**src/rtl/snd_i2s_tx_if.sv**
```systemverilog
// Sample handshake between the mixer (master) and the I2S serializer (slave).
// One stereo pair is offered per transfer under a valid/ready handshake.
interface snd_i2s_tx_if #(
  parameter int SAMPLE_W = 16
);
  logic [SAMPLE_W-1:0] sample_l;
  logic [SAMPLE_W-1:0] sample_r;
  logic                sample_valid;
  logic                sample_ready;

  modport master (
    output sample_l,
    output sample_r,
    output sample_valid,
    input  sample_ready
  );

  modport slave (
    input  sample_l,
    input  sample_r,
    input  sample_valid,
    output sample_ready
  );
endinterface

```
**src/rtl/snd_i2s_tx.sv**
```systemverilog
// I2S serializer: MCLK/4 bit clock, MCLK/256 word select, one-entry sample buffer.
// Optional macro SND_UNDERRUN_ZERO_EN: underrun frames play silence instead of repeating the last pair.
module snd_i2s_tx #(
  parameter int SAMPLE_W = 16
) (
  input  logic         snd_mclk_i,
  input  logic         rst_i,
  snd_i2s_tx_if.slave  smp_if,
  output logic         frame_stb_o,
  output logic         i2s_bclk_o,
  output logic         i2s_lrck_o,
  output logic         i2s_sdata_o,
  output logic [7:0]   underrun_cnt_o
);

  localparam logic [5:0] SW = 6'(SAMPLE_W);

  logic [7:0]          cnt_q, cnt_d;
  logic                full_q, full_d;
  logic [SAMPLE_W-1:0] buf_l_q, buf_l_d, buf_r_q, buf_r_d;
  logic [SAMPLE_W-1:0] sh_l_q, sh_l_d, sh_r_q, sh_r_d;
  logic [SAMPLE_W-1:0] last_l_q, last_l_d, last_r_q, last_r_d;
  logic [7:0]          und_q, und_d;
  logic                stb_q, stb_d;
  logic                sdata_q, sdata_d;
  logic                load, xfer, ready, in_word;
  logic [4:0]          slot_n;

  // Ready is the registered empty flag, forced low while reset is held.
  assign ready               = ~full_q & ~rst_i;
  assign smp_if.sample_ready = ready;

  assign frame_stb_o    = stb_q;
  assign i2s_bclk_o     = cnt_q[1];
  assign i2s_lrck_o     = cnt_q[7];
  assign i2s_sdata_o    = sdata_q;
  assign underrun_cnt_o = und_q;

  always_comb begin
    cnt_d    = cnt_q + 8'd1;
    load     = (cnt_q == 8'hFF);
    xfer     = smp_if.sample_valid & ready;
    full_d   = full_q;
    buf_l_d  = buf_l_q;
    buf_r_d  = buf_r_q;
    sh_l_d   = sh_l_q;
    sh_r_d   = sh_r_q;
    last_l_d = last_l_q;
    last_r_d = last_r_q;
    und_d    = und_q;
    sdata_d  = sdata_q;
    stb_d    = (cnt_d == 8'hFF);
    slot_n   = cnt_d[6:2];
    in_word  = (slot_n != 5'd0) && ({1'b0, slot_n} <= SW);

    // Data is launched one MCLK ahead of the BCLK falling edge so it is registered on it.
    if (cnt_q[1:0] == 2'd3) begin
      sdata_d = 1'b0;
      if (in_word) begin
        if (cnt_d[7]) begin
          sdata_d = sh_r_q[SAMPLE_W-1];
          sh_r_d  = {sh_r_q[SAMPLE_W-2:0], 1'b0};
        end else begin
          sdata_d = sh_l_q[SAMPLE_W-1];
          sh_l_d  = {sh_l_q[SAMPLE_W-2:0], 1'b0};
        end
      end
    end

    if (load) begin
      full_d = 1'b0;
      if (full_q) begin
        sh_l_d   = buf_l_q;
        sh_r_d   = buf_r_q;
        last_l_d = buf_l_q;
        last_r_d = buf_r_q;
      end else begin
        und_d = (und_q == 8'hFF) ? und_q : und_q + 8'd1;
`ifdef SND_UNDERRUN_ZERO_EN
        sh_l_d = '0;
        sh_r_d = '0;
`else
        sh_l_d = last_l_q;
        sh_r_d = last_r_q;
`endif
      end
    end

    // A transfer coinciding with an empty-buffer load lands in the buffer for the next frame.
    if (xfer) begin
      full_d  = 1'b1;
      buf_l_d = smp_if.sample_l;
      buf_r_d = smp_if.sample_r;
    end
  end

  always_ff @(posedge snd_mclk_i) begin
    if (rst_i) begin
      cnt_q    <= '0;
      full_q   <= 1'b0;
      buf_l_q  <= '0;
      buf_r_q  <= '0;
      sh_l_q   <= '0;
      sh_r_q   <= '0;
      last_l_q <= '0;
      last_r_q <= '0;
      und_q    <= '0;
      stb_q    <= 1'b0;
      sdata_q  <= 1'b0;
    end else begin
      cnt_q    <= cnt_d;
      full_q   <= full_d;
      buf_l_q  <= buf_l_d;
      buf_r_q  <= buf_r_d;
      sh_l_q   <= sh_l_d;
      sh_r_q   <= sh_r_d;
      last_l_q <= last_l_d;
      last_r_q <= last_r_d;
      und_q    <= und_d;
      stb_q    <= stb_d;
      sdata_q  <= sdata_d;
    end
  end

endmodule
```
**src/flat_wrapper.sv**
```systemverilog
// flat-port wrapper written by rule: the top's interface ports become plain ports
module snd_i2s_tx_flat 
#(
  parameter int SAMPLE_W = 16
)
  (snd_mclk_i, rst_i, frame_stb_o, i2s_bclk_o, i2s_lrck_o, i2s_sdata_o, underrun_cnt_o, smp_if_sample_l, smp_if_sample_r, smp_if_sample_valid, smp_if_sample_ready);
  snd_i2s_tx_if #(.SAMPLE_W(SAMPLE_W)) smp_if_i ();
  input  logic snd_mclk_i;
  input  logic rst_i;
  output logic frame_stb_o;
  output logic i2s_bclk_o;
  output logic i2s_lrck_o;
  output logic i2s_sdata_o;
  output logic [7:0] underrun_cnt_o;
  input wire logic [$bits(smp_if_i.sample_l)-1:0] smp_if_sample_l;
  input wire logic [$bits(smp_if_i.sample_r)-1:0] smp_if_sample_r;
  input wire logic [$bits(smp_if_i.sample_valid)-1:0] smp_if_sample_valid;
  output wire logic [$bits(smp_if_i.sample_ready)-1:0] smp_if_sample_ready;
  assign smp_if_i.sample_l = smp_if_sample_l;
  assign smp_if_i.sample_r = smp_if_sample_r;
  assign smp_if_i.sample_valid = smp_if_sample_valid;
  assign smp_if_sample_ready = smp_if_i.sample_ready;
  snd_i2s_tx #(.SAMPLE_W(SAMPLE_W)) u_core (.snd_mclk_i(snd_mclk_i), .rst_i(rst_i), .smp_if(smp_if_i), .frame_stb_o(frame_stb_o), .i2s_bclk_o(i2s_bclk_o), .i2s_lrck_o(i2s_lrck_o), .i2s_sdata_o(i2s_sdata_o), .underrun_cnt_o(underrun_cnt_o));
endmodule
```
**config.mk**
```make
export PLATFORM = sky130hd
export DESIGN_NAME = snd_i2s_tx_flat
export DESIGN_NICKNAME = d
export VERILOG_FILES = /design/src/rtl/snd_i2s_tx_if.sv /design/src/rtl/snd_i2s_tx.sv /design/src/flat_wrapper.sv
export SDC_FILE = /design/constraint.sdc
export NUM_CORES = 1
export LEC_CHECK = 0
export CAP_MARGIN = 15
export CORE_MARGIN = 5
export CORE_UTILIZATION = 35
export DETAILED_ROUTE_END_ITERATION = 12
export GPL_TIMING_DRIVEN = 0
export PLACE_DENSITY = 0.52
export SLEW_MARGIN = 20
export SYNTH_ARGS = -nofsm -noshare
export SYNTH_HDL_FRONTEND = slang
export SYNTH_SLANG_ARGS = --single-unit
```
**constraint.sdc**
```tcl
create_clock -name snd_mclk_i -period 3 [get_ports snd_mclk_i]
set_clock_uncertainty 0.2 [all_clocks]
set_input_delay 0.45 -clock snd_mclk_i [delete_from_list [all_inputs] [get_ports snd_mclk_i]]
set_output_delay 0.45 -clock snd_mclk_i [all_outputs]
set_load 0.02 [all_outputs]
```
---- Yosys cells after proc, flatten, opt, wreduce, memory -nomap -nowiden ----
Cells that the tools add are included.
cells by class
  order comparisons ....................... 1
  reductions and logical operators ........ 9
  equality and inequality tests ........... 5
  $add $sub $neg .......................... 2
  bitwise gates (word level) .............. 5
  muxes and demuxes ....................... 14
operators with widths
  cell                                                    number
  2-to-1 mux 16 bit                                       10
  == test 8 bit (second input constant)                   3
  adder 8 x 1 -> 8 bit (second input constant)            2
  AND reduction 3 bit                                     3
  nonzero test 2 bit                                      4
  less-or-equal comparator 5 bit (second input constant)  1
  nonzero test 5 bit                                      1
  2-to-1 mux 1 bit                                        4
  NOT 1 bit                                               3
  bitwise AND 1 bit                                       2
  == test 2 bit (second input constant)                   1
  inequality test 2 bit (second input constant)           1
  logical AND 1 bit                                       1
storage, ports and cells
  output and inout port bits .............. 13
  input bits .............................. 35
  logic and storage cells ................. 47
  register bits ........................... 115

---- Depth between registers and ports, before layout ----
  depth in word-level cells ............... 6
  depth in mapped cells ................... 8
  gate-level depth less buffers ........... 6

---- Least setup slack after synthesis ----
No wires, ideal clock.
  path type ............................... reg2reg
  from .................................... reg u_core.cnt_q[1]
  to ...................................... reg u_core.sh_l_q[10]
  required time ........................... 2.728 ns
  path slack .............................. 0.750 ns
  arrival time ............................ 1.978 ns
  setup time .............................. 0.072 ns
  cell stages (with the launch flop) ...... 8
  clock period less this slack ............ 2.250 ns
  buffers on the path ..................... 1
  cells stage by stage .................... dfxtp_1 -> ha_1 -> nand2_4 -> nor3_4 -> or4_4 -> a2bb2oi_4 -> buf_12 -> mux2i_1
between the ends
  longest elaborated chain between the ends .. 5
  elaborated cells on any way between the ends .. 11
  classes of those cells .................. 1 x add/sub; 1 x order compare; 3 x eq/ne; 1 x mux; 5 x reduce/logical
RTL lines
  element                                                                      line               RTL
  start: declaration                                                           snd_i2s_tx.sv:18   logic [7:0] cnt_q, cnt_d;
  start signal: assignment                                                     snd_i2s_tx.sv:111  cnt_q <= cnt_d;
  adder 8 x 1 -> 8 bit                                                         snd_i2s_tx.sv:40   cnt_d = cnt_q + 8'd1;
  less-or-equal comparator 5 bit / nonzero test 5 bit (equally long branches)  snd_i2s_tx.sv:54   in_word = (slot_n != 5'd0) && ({1'b0, slot_n} <= SW);
  logical AND 1 bit                                                            snd_i2s_tx.sv:54
  nonzero test 2 bit (no source line)                                          --
  AND reduction 3 bit (no source line)                                         --
  end signal: assignment                                                       snd_i2s_tx.sv:115  sh_l_q <= sh_l_d;
  end: declaration                                                             snd_i2s_tx.sv:21   logic [SAMPLE_W-1:0] sh_l_q, sh_l_d, sh_r_q, sh_r_d;
Several ways; a longest one is shown, not always the timed one.
A chain may end at the register's enable or synchronous reset.

---- Worst setup path after layout ----
  from .................................... reg u_core.cnt_q[7]
  to ...................................... reg u_core.last_r_q[12]
between the ends
  longest elaborated chain between the ends .. 1
RTL lines
  element                 line               RTL
  == test 8 bit           snd_i2s_tx.sv:41   load = (cnt_q == 8'hFF);
  end signal: assignment  snd_i2s_tx.sv:118  last_r_q <= last_r_d;
  end: declaration        snd_i2s_tx.sv:22   logic [SAMPLE_W-1:0] last_l_q, last_l_d, last_r_q, last_r_d;
Every way passes these cells.

==> out/metrics.cfg <==
[floorplanning]
start_util_pct = 35.6
die_h_um = 132
core_area_um2 = 14500
io_pins = 48
die_w_um = 132
dieArea_um2 = 17300
rows = 44

[power_and_ir_drop]
power_mw = 3.70
p_comb_share_pct = 5.9
peakVddDrop_uv = 391
switching_share_pct = 22.8
leakage_nw = 2.34
power.density_nw_per_um2 = 576
intPower_mw = 2.86
clkPwrFrac_pct = 51.1
p_seq_share_pct = 43.0
switchingPower_mw = 0.844

[cts]
cts-root-buf = clkbuf_16
cts_buffers = 17
ctsHoldBuffers = 0
h-tree-depth = 4
clkLatencyLatePin_ns = 0.41
ctsResizeCount = 0
cts_tree = built
cts.sinks = 115
clockBufferDepth = 2
path_clk_slew_ns = 0.05
postCtsSetupRepairBufs = 0

[worst_setup_path]
critPathLaunchType = flip-flop
reg2reg_to = u_core.last_r_q[12]
reg2reg_slack_ns = 0.57
critical_path_cell_count = 8
max_stage_delay_ns = 0.45
worst-setup-path-type = reg -> reg
critPathBufInv = 3
cp_top_family = simple AND/OR/NAND/NOR gates
arrival_ns = 2.56
cpMaxStageDelayCell = nor3_2
worstPathCellList = clkbuf_1 -> nand2_1 -> nor3_2 -> and2_1 -> buf_2 -> buf_2 -> nand2_1 -> a21oi_1
required_ns = 3.13
r2r_start = u_core.cnt_q[7]
endpoint_kind = flip-flop
worstRegToRegCells = 8
cp_max_fo = 10

[drt]
avgRoutedWirePerCell_um = 14.1
drt_iter0_markers = 311
routed_wl_um = 12400
drt_pass1_iterations = 5
remaining_drc_errors = 0
vias = 4318
ant_nets = 0
via_per_inst = 4.91

[cells_and_area]
fillers = 1482
multiInputGateArea_um2 = 2640
fin_nets = 721
regArea_um2 = 2300
antenna_cells = 0
drive_gt1_share_pct = 7.48
final_common_cell = nand2_1
layout_common_cells = nand2_1, dfxtp_1, mux2i_1, clkdlybuf4s50_1, o21ai_0
final_cells = 879
syn2layout_area_growth_pct = 24.1
fin_util_pct = 44.2

[synthesis]
synth_edf_count = 0
syn_nets = 656
synth_async_sr_flop_share_pct = 0
netlist_area_um2 = 5180
syn_avg_cell_area_um2 = 8.38
synth_seq_cells = 115
seq_area_frac_synth_pct = 44.5
netlist_instances = 618
ys_warn_count = 0
ys_types = 45
synth_flop_cell = dfxtp_1

[placement]
dp_cells = 848
hpwlAfterDp_um = 8960
place_ws_ns = 0.555
routabilityCongestion = 0.804
port_buffers = 46

[sta]
max_freq_mhz = 412
fin_ws_ns = 0.571
slew_violations = 0
slew_headroom_pct = 46.7
setup_tns_ns = 0
period_share_pct = 81.0
min_period_ns = 2.43
rsz0062_at_grt = false
worst_pin_slew_ns = 0.800
hold_violations = 0
setup_viol = 0

[flow_run]
cap_violations = 0

[global_routing]
grt_max_degree = 17
grt_util_all_layers_pct = 14.8
antenna_found_initial = 0
grt_pass1_vias = 4249
grt_pass1_wl_um = 21000
grt_remaining_overflow = 0

[worst_hold_path]
hold_class = reg -> reg
hp-start = u_core.last_r_q[1]
hold_depth = 2
whs_endpoint = u_core.last_r_q[1]

[run_status]
outcome = completed

## power by group through the flow
stage          registers (mW)  clock network, mW  logic (mW)
2_1_floorplan            1.62                  0       0.130
3_3_place_gp             1.62                  0       0.217
3_5_place_dp             1.62                  0       0.220
4_1_cts                  1.59               1.94       0.221
5_1_grt                  1.60               2.02       0.242
6_report                 1.59               1.89       0.217
## stage by stage
stage	hold slack (ns)	cell area (um^2)
2_1_floorplan	0.236	5180
3_3_place_gp	0.241	5870
3_5_place_dp	0.246	5870
4_1_cts	0.253	6430
5_1_grt	0.268	6430
6_report	0.253	6430
## registers in the layout (all words and copies together) (netlist names)
signal and count:
u_core.i2s_sdata_o 1, u_core.buf_l_q 16, u_core.buf_r_q 16, u_core.frame_stb_o 1, u_core.full_q 1, u_core.last_l_q 16
u_core.sh_l_q 16, u_core.cnt_q 8, u_core.sh_r_q 16, u_core.underrun_cnt_o 8, u_core.last_r_q 16
## kinds of logic after synthesis
family	count (synthesis)	share of synthesized area, %
adders and majority gates	3	0.725
buffers and inverters	51	4.54
muxes	64	12.4
and+or+nand+nor	257	21.6
DFF	115	44.5
xor gates and xnor gates	16	2.71
AOI/OAI and AO/OA	112	13.6
## worst min-delay path: cells and delay by family, from the launching register on
| kind | cells | cell delay [ns] |
|---|---|---|
| simple gates | 1 | 0.05 |
| flops | 1 | 0.30 |
| compound gates | 1 | 0.05 |
## synthesized netlist by cell type (2+ instances only)
master | count | area [um^2]
ha_1 | 3 | 37.5
buf_1 | 5 | 18.8
nand3_1 | 7 | 35.0
and2_1 | 6 | 37.5
dfxtp_1 | 115 | 2300
xor2_1 | 7 | 61.3
o21ai_0 | 37 | 185
nand4_1 | 4 | 25.0
a21oi_1 | 34 | 170
nor2_1 | 19 | 71.3
xnor2_1 | 9 | 78.8
a31o_2 | 2 | 17.5
nand2_1 | 197 | 739
mux2i_1 | 64 | 641
clkbuf_1 | 33 | 124
nor3_1 | 5 | 25.0
or3_4 | 2 | 22.5
and4_1 | 2 | 17.5
buf_2 | 7 | 35.0
buf_6 | 2 | 22.5
and3_1 | 4 | 25.0
nor3_2 | 2 | 20.0
o211ai_1 | 30 | 225
## layer usage
layer	vias up	track usage [%]	wire [um]
li1	2227	-	-
met1	2009	20.0	6320
met2	69	22.0	5380
met3	13	4.55	472
met4	0	5.89	181
met5	-	0	0
## worst max path at each step
stage               slack [ns]       startpoint                   to
floorplan                 0.75  u_core.cnt_q[1]    u_core.sh_l_q[10]
global placement          0.59  u_core.cnt_q[7]     u_core.sh_r_q[7]
detailed placement        0.55            rst_i     u_core.sh_l_q[9]
CTS                       0.56  u_core.cnt_q[7]  u_core.last_r_q[12]
global route              0.35  u_core.cnt_q[7]     u_core.sh_r_q[3]
finish                    0.57  u_core.cnt_q[7]  u_core.last_r_q[12]
## area by class of cell
class	instances	area share (%)
Clock buffer	23	7.44
Multi-Input combinational cell	452	41.1
Tap cell	184	3.58
Sequential cell	115	35.8
Inverter	2	0.117
Timing Repair Buffer	46	7.17
Buffer	49	3.54
Clock inverter	8	1.23
Note: power is estimated with default switching activity, not from simulation.
